==> config.mk <==
export PLATFORM = sky130hd
export DESIGN_NAME = if_fetch_unit
export DESIGN_NICKNAME = d
export VERILOG_FILES = /design/src/rtl/if_fetch_unit.sv
export SDC_FILE = /design/constraint.sdc
export NUM_CORES = 1
export LEC_CHECK = 0
export ABC_AREA = 0
export BUFFER_PORTS_ARGS = -buffer_cell sky130_fd_sc_hd__buf_2
export CAP_MARGIN = 20
export CORE_MARGIN = 8
export CORE_UTILIZATION = 50
export DETAILED_ROUTE_END_ITERATION = 7
export PLACE_DENSITY_LB_ADDON = 0.25
export SETUP_SLACK_MARGIN = 0.02
export SYNTH_ARGS = -nofsm -noshare
export SYNTH_HDL_FRONTEND = slang
export SYNTH_SLANG_ARGS = --single-unit
==> constraint.sdc <==
create_clock -name clk -period 4.1 [get_ports clk]
set_input_delay 0.41 -clock clk [delete_from_list [all_inputs] [get_ports clk]]
set_output_delay 0.41 -clock clk [all_outputs]
set_load 0.02 [all_outputs]
==> src/rtl/if_fetch_unit.sv <==
// Instruction-fetch engine: request/response imem port, in-order prefetch queue, redirect flush.
// Optional macro IF_MISALIGN_CHK_EN: a misaligned redirect halts fetch and presents one flagged entry.
module if_fetch_unit #(
    parameter int unsigned     XLEN     = 32,
    parameter logic [XLEN-1:0] RESET_PC = '0,
    parameter int unsigned     QDEPTH   = 4
) (
    input  logic            clk,
    input  logic            rst,
    input  logic            pc_src,
    input  logic [XLEN-1:0] new_pc,
    input  logic            stall_if,
    input  logic            bubble_if,
    output logic            imem_req_valid,
    output logic [XLEN-1:0] imem_req_addr,
    input  logic            imem_req_ready,
    input  logic            imem_resp_valid,
    input  logic [XLEN-1:0] imem_resp_data,
    output logic            out_valid,
    output logic [XLEN-1:0] out_pc,
    output logic [XLEN-1:0] out_pc_plus4,
    output logic [XLEN-1:0] out_instr,
    output logic            out_misalign
);
    localparam int unsigned     AW        = $clog2(QDEPTH);
    localparam int unsigned     CW        = AW + 1;
    localparam logic [CW:0]     LP_QDEPTH = QDEPTH[CW:0];
    localparam logic [XLEN-1:0] LP_NOP    = XLEN'(32'h0000_0013);

    logic [XLEN-1:0] r_fetch_pc;
    logic [XLEN-1:0] r_a_pc [QDEPTH];
    logic [AW-1:0]   r_a_head;
    logic [AW-1:0]   r_a_tail;
    logic [CW-1:0]   r_inflight;
    logic [CW-1:0]   r_drop;
    logic [XLEN-1:0] r_q_pc [QDEPTH];
    logic [XLEN-1:0] r_q_instr [QDEPTH];
    logic [AW-1:0]   r_q_head;
    logic [AW-1:0]   r_q_tail;
    logic [CW-1:0]   r_q_count;
    logic [XLEN-1:0] r_last_pc;
    logic [XLEN-1:0] r_last_instr;

    logic            w_accept;
    logic            w_resp;
    logic            w_drop_hit;
    logic            w_push_mem;
    logic            w_mis_push;
    logic            w_push;
    logic            w_pop;
    logic            w_halted;
    logic            w_q_nonempty;
    logic [CW:0]     w_occ;
    logic [XLEN-1:0] w_target;
    logic [XLEN-1:0] w_push_pc;
    logic [XLEN-1:0] w_push_instr;

`ifdef IF_MISALIGN_CHK_EN
    logic            r_halted;
    logic            r_mis_pend;
    logic [XLEN-1:0] r_mis_pc;
    logic            r_q_mis [QDEPTH];
    logic            r_last_mis;

    assign w_target   = new_pc;
    assign w_halted   = r_halted;
    assign w_mis_push = r_mis_pend && (r_drop == '0) && !pc_src;

    // The flagged entry waits until every stale response has drained.
    always_ff @(posedge clk) begin
        if (rst) begin
            r_halted   <= 1'b0;
            r_mis_pend <= 1'b0;
            r_mis_pc   <= '0;
        end else if (pc_src) begin
            r_halted   <= (new_pc[1:0] != 2'b00);
            r_mis_pend <= (new_pc[1:0] != 2'b00);
            r_mis_pc   <= new_pc;
        end else if (w_mis_push) begin
            r_mis_pend <= 1'b0;
        end
    end

    always_ff @(posedge clk) begin
        if (!rst && w_push) begin
            r_q_mis[r_q_tail] <= w_mis_push;
        end
    end

    always_ff @(posedge clk) begin
        if (rst) begin
            r_last_mis <= 1'b0;
        end else if (w_q_nonempty) begin
            r_last_mis <= r_q_mis[r_q_head];
        end
    end

    assign out_misalign = w_q_nonempty ? r_q_mis[r_q_head] : r_last_mis;
    assign w_push_pc    = w_mis_push ? r_mis_pc : r_a_pc[r_a_head];
    assign w_push_instr = w_mis_push ? LP_NOP : imem_resp_data;
`else
    assign w_target     = new_pc & ~XLEN'(3);
    assign w_halted     = 1'b0;
    assign w_mis_push   = 1'b0;
    assign out_misalign = 1'b0;
    assign w_push_pc    = r_a_pc[r_a_head];
    assign w_push_instr = imem_resp_data;
`endif

    assign w_occ          = {1'b0, r_q_count} + {1'b0, r_inflight};
    assign imem_req_valid = !rst && !pc_src && (w_occ < LP_QDEPTH) && !w_halted;
    assign imem_req_addr  = r_fetch_pc;
    assign w_accept       = imem_req_valid && imem_req_ready;

    // A response with nothing outstanding is ignored so the counters cannot underflow.
    assign w_resp       = imem_resp_valid && (r_inflight != '0);
    assign w_drop_hit   = w_resp && (r_drop != '0);
    assign w_push_mem   = w_resp && (r_drop == '0) && !pc_src;
    assign w_push       = w_push_mem || w_mis_push;
    assign w_q_nonempty = (r_q_count != '0);
    assign out_valid    = w_q_nonempty && !bubble_if;
    assign w_pop        = out_valid && !stall_if && !pc_src;

    always_ff @(posedge clk) begin
        if (rst) begin
            r_fetch_pc <= RESET_PC;
            r_a_head   <= '0;
            r_a_tail   <= '0;
            r_inflight <= '0;
            r_drop     <= '0;
            r_q_head   <= '0;
            r_q_tail   <= '0;
            r_q_count  <= '0;
        end else begin
            if (pc_src) begin
                r_fetch_pc <= w_target;
            end else if (w_accept) begin
                r_fetch_pc <= r_fetch_pc + XLEN'(4);
            end
            if (w_accept) begin
                r_a_tail <= r_a_tail + AW'(1);
            end
            if (w_resp) begin
                r_a_head <= r_a_head + AW'(1);
            end
            r_inflight <= r_inflight + CW'(w_accept) - CW'(w_resp);
            // Nothing issues during a redirect, so what remains outstanding must all be dropped.
            if (pc_src) begin
                r_drop <= r_inflight - CW'(w_resp);
            end else if (w_drop_hit) begin
                r_drop <= r_drop - CW'(1);
            end
            if (pc_src) begin
                r_q_head  <= '0;
                r_q_tail  <= '0;
                r_q_count <= '0;
            end else begin
                if (w_push) begin
                    r_q_tail <= r_q_tail + AW'(1);
                end
                if (w_pop) begin
                    r_q_head <= r_q_head + AW'(1);
                end
                r_q_count <= r_q_count + CW'(w_push) - CW'(w_pop);
            end
        end
    end

    always_ff @(posedge clk) begin
        if (w_accept) begin
            r_a_pc[r_a_tail] <= r_fetch_pc;
        end
        if (!rst && w_push) begin
            r_q_pc[r_q_tail]    <= w_push_pc;
            r_q_instr[r_q_tail] <= w_push_instr;
        end
    end

    // Shadow of the head so the data outputs hold their last values when the queue drains.
    always_ff @(posedge clk) begin
        if (rst) begin
            r_last_pc    <= RESET_PC;
            r_last_instr <= LP_NOP;
        end else if (w_q_nonempty) begin
            r_last_pc    <= r_q_pc[r_q_head];
            r_last_instr <= r_q_instr[r_q_head];
        end
    end

    assign out_pc       = w_q_nonempty ? r_q_pc[r_q_head] : r_last_pc;
    assign out_instr    = w_q_nonempty ? r_q_instr[r_q_head] : r_last_instr;
    assign out_pc_plus4 = out_pc + XLEN'(4);

endmodule

==> out/qor.log <==
INFO  critical_path  crit_start=r_q_count[2]$_SDFF_PP0_
INFO  routing        routedLengthMet1=17980um
INFO  sta            endpoints_failing_hold=0
INFO  hold_path      class_of_the_tightest_hold_or_removal_check=primary input to flop
INFO  outcome        status=finished clean
INFO  grt            globalRouteOverflowTotal=0
INFO  clock_tree     cts_htree_levels=2
INFO  synth          main_synth_ff_type=sky130_fd_sc_hd__edfxtp_1
INFO  critical_path  worstSetupStartpointType=flop
INFO  sta            period_minus_slack=3.832ns
INFO  synth          synth_xor_xnor_area_share=0.02220
INFO  critical_path  ff2ff_setup_slack=0.81ns
INFO  grt            global_route_wire_length_before_repair=63040um
INFO  critical_path  timing.rr.end=r_inflight[2]$_SDFF_PP0_
INFO  critical_path  crit_path_end=out_pc_plus4[31]
INFO  synth          synth_compound_gate_area_share=0.02453
INFO  critical_path  worstPathCellList=or3_4, buf_4, mux2i_1, buf_4, nor4_2, nand4_1, nor4_2, xnor2_1, buf_2
INFO  finish         finalNetCount=1540
INFO  clock_tree     clk_latency=0.58ns
INFO  finish         syn2layout_area_growth=16.83%
INFO  critical_path  path_max_fanout=12
INFO  critical_path  critical_path.reg2reg.startpoint=r_q_count[2]$_SDFF_PP0_
INFO  finish         layout_commonest_cell=sky130_fd_sc_hd__edfxtp_1
INFO  synth          synth_cell_types=54
INFO  floorplan      core_area=0.03838mm2
INFO  floorplan      die_area=0.04521mm2
INFO  routing        first_pass_iters=5
INFO  clock_tree     tritoncts_buffers=48
INFO  synth          share_of_the_yosys_chip_area_belonging_to_registers=0.6908
INFO  routing        drt_wl_total=41350um
INFO  routing        postRouteAntennaNets=0
INFO  synth          combinational_family_with_the_most_area_after_synthesis=multiplexers
INFO  power          power_per_cell_area=492.4mW/mm2
INFO  sta            max_clock_skew=0.02021ns
INFO  sta            measured_slew_at_the_worst_slew_check_pin=0.8313ns
INFO  synth          synthesized_area_divided_by_synthesized_cell_count=15.83um2
INFO  clock_tree     ctsLongestPathBuffers=3
INFO  synth          yosys_register_bits=483
INFO  synth          yosys-mux-area-fraction=0.1280
INFO  finish         most-common-layout-cells=sky130_fd_sc_hd__edfxtp_1, sky130_fd_sc_hd__buf_2, sky130_fd_sc_hd__nand2_1, sky130_fd_sc_hd__dfxtp_1, sky130_fd_sc_hd__nor2_1
INFO  critical_path  cpMaxStageDelayCell=sky130_fd_sc_hd__or3_4
INFO  routing        drcViolationCount=0
INFO  routing        drt-vias-per-instance=5.404
INFO  finish         drive_above_1_share=0.2798
INFO  sta            maxSlewViolCount=0
INFO  routing        route.detailed.wl_per_inst=20.61um
INFO  sta            fmax=0.2610GHz
INFO  floorplan      rows=72
INFO  placement      gpl.final_weighted_congestion=0.8286
INFO  sta            relSlewSlack=0.4458
INFO  critical_path  sort_of_element_at_the_end_of_the_critical_path=primary output
INFO  sta            finalSetupViolCount=0
INFO  grt            grt_max_degree=63
INFO  floorplan      io_pins=202
INFO  critical_path  number_of_cells_traversed_by_the_worst_register_to_register_path=12
INFO  synth          asyncSetResetFlopFracSynth=0
INFO  floorplan      effective_utilization_at_floorplan=0.5037
INFO  grt            grtUsageTotal=0.1806
INFO  floorplan      chipHeight=212.6um
INFO  synth          yosys.area_share.adder=0.01502
INFO  job            maxCapViolCount=0
INFO  power          max-vdd-ir-drop=0.0002924V
INFO  routing        initialDrtViolationCount=774
INFO  grt            grt_antenna_before_repair=0
INFO  sta            worst_slack=0.2683ns
INFO  grt            grt_pass1_vias=11148
INFO  critical_path  critical_path.max_stage_delay=0.57ns
INFO  routing        wl_met3=1989um
INFO  placement      port_buffers=196
INFO  clock_tree     cts_tree=built
INFO  synth          mapped_cell_area=0.01933mm2
INFO  synth          synth_enable_flop_cells=368
INFO  critical_path  cp.arrival=3.42ns
INFO  sta            setup_total_negative_slack=0ns
INFO  routing        top_layer_used=met4
INFO  synth          postSynthCellCount=1221
INFO  clock_tree     cts-root-buf=sky130_fd_sc_hd__clkbuf_16
INFO  placement      dp_slack=0.7021ns
INFO  routing        num_vias=10841
INFO  finish         fillCellCount=2961
INFO  sta            rsz0062_at_grt=false
INFO  floorplan      die_x=212.6um
INFO  critical_path  worst-endpoint-required=3.69ns
INFO  critical_path  worstSetupPathType=flop to primary output
INFO  sta            period_share=0.9346
INFO  clock_tree     clk_pin_slew=0.06ns
INFO  power          p_leak=8.255nW
INFO  synth          synth_simple_gate_area_frac=0.09140
INFO  routing        route.met2.wl=20050um
INFO  synth          yosysWarnings=0
INFO  placement      detailed_place_hpwl=26250um
INFO  clock_tree     cts_sinks=483
[worst min-delay path by stage]
stage / from / endpoint / cells after the start / slack [ns]
after floorplan: r_a_tail[1]$_SDFFE_PP0P_ / r_a_tail[1]$_SDFFE_PP0P_ / 2 / 0.47
after global placement: r_a_tail[1]$_SDFFE_PP0P_ / r_a_tail[1]$_SDFFE_PP0P_ / 2 / 0.48
after detailed placement: r_a_tail[1]$_SDFFE_PP0P_ / r_a_tail[1]$_SDFFE_PP0P_ / 2 / 0.50
after CTS: imem_resp_data[30] / r_q_instr[0][30]$_DFFE_PP_ / 1 / 0.006
after global routing: imem_resp_data[30] / r_q_instr[0][30]$_DFFE_PP_ / 1 / 0.02
final: imem_resp_data[30] / r_q_instr[0][30]$_DFFE_PP_ / 1 / 0.05
[layout make-up]
type	instances	area [um2]	share of cell area
Antenna cell	1	2.502	0.0001108
Clock buffer	68	1348	0.05967
Clock inverter	22	210.2	0.009308
Tap cell	518	648.1	0.02870
Timing Repair Buffer	234	1355	0.06000
Sequential cell	483	13360	0.5918
Inverter	45	168.9	0.007480
Multi-Input combinational cell	635	5487	0.2429
[cells by family (layout without fill, tap and decap cells)]
logic type / count (synthesis) / in the layout
DFF: 483 / 483
and+or+nand+nor: 363 / 364
muxes: 125 / 125
buffers and inverters: 106 / 369
AOI/OAI and AO/OA: 72 / 72
xor gates and xnor gates: 49 / 49
adders and majority gates: 22 / 22
other: 1 / 4
[timing repair]
action | CTS | global route
resized for setup | 0 | 6
setup endpoints to repair | 0 | 6
setup buffers | 0 | 1
hold buffers | 0 | 0
[per-stage QoR]
stage | utilization | area (um2) | hold slack [ns] | power [mW] | instances
6_report | 0.5885 | 22580 | 0.04701 | 11.12 | 2006
5_1_grt | 0.5884 | 22580 | 0.02194 | 11.54 | 2005
4_1_cts | 0.5868 | 22520 | 0.006302 | 11.22 | 2003
3_5_place_dp | 0.5462 | 20960 | 0.5017 | 6.972 | 1913
3_3_place_gp | 0.5462 | 20960 | 0.4843 | 6.932 | 1913
2_1_floorplan | - | 19340 | 0.4692 | 6.549 | 1223
[registers in the layout, indices dropped and copies added (netlist names), 3 cells and up, named ones only]
name	count
r_inflight	3
r_drop	3
r_q_pc	120
r_q_count	3
r_last_pc	32
imem_req_addr	30
r_last_instr	32
r_a_pc	120
r_q_instr	128
[worst max-delay path, delay by kind of cell (launching register included)]
kind / cells / cell delay, ns
simple gates: 4 / 1.43
flops: 1 / 0.43
buf+inv: 3 / 0.64
mux: 1 / 0.14
xor+xnor: 1 / 0.21
[synth_stat cells (20+ instances only)]
library cell / count / area, um2
sky130_fd_sc_hd__ha_1: 20 / 250.2
sky130_fd_sc_hd__xnor2_1: 38 / 332.8
sky130_fd_sc_hd__nand2_1: 144 / 540.5
sky130_fd_sc_hd__dfxtp_1: 115 / 2302
sky130_fd_sc_hd__inv_1: 45 / 168.9
sky130_fd_sc_hd__mux4_2: 75 / 1689
sky130_fd_sc_hd__edfxtp_1: 368 / 11050
sky130_fd_sc_hd__mux2i_1: 31 / 310.3
sky130_fd_sc_hd__clkbuf_1: 31 / 116.4
sky130_fd_sc_hd__nor2_1: 79 / 296.5
sky130_fd_sc_hd__o21ai_0: 21 / 105.1
sky130_fd_sc_hd__nor2b_1: 37 / 231.5
[where the power goes]
part | internal, mW | leakage, nW | total (mW) | switching, mW
registers | 5.52 | 4.27 | 5.68 | 0.164
clock network | 2.44 | 0.762 | 4.26 | 1.82
logic | 0.491 | 3.22 | 1.18 | 0.692
total | 8.45 | 8.25 | 11.1 | 2.67
[metal layers]
metal / track usage / vias to the layer above
met4: 0.07139 / 0
li1: - / 5035
met3: 0.03066 / 84
met2: 0.2994 / 309
met5: 0 / -
met1: 0.2363 / 5413
Power figures use the tool's default switching activity.
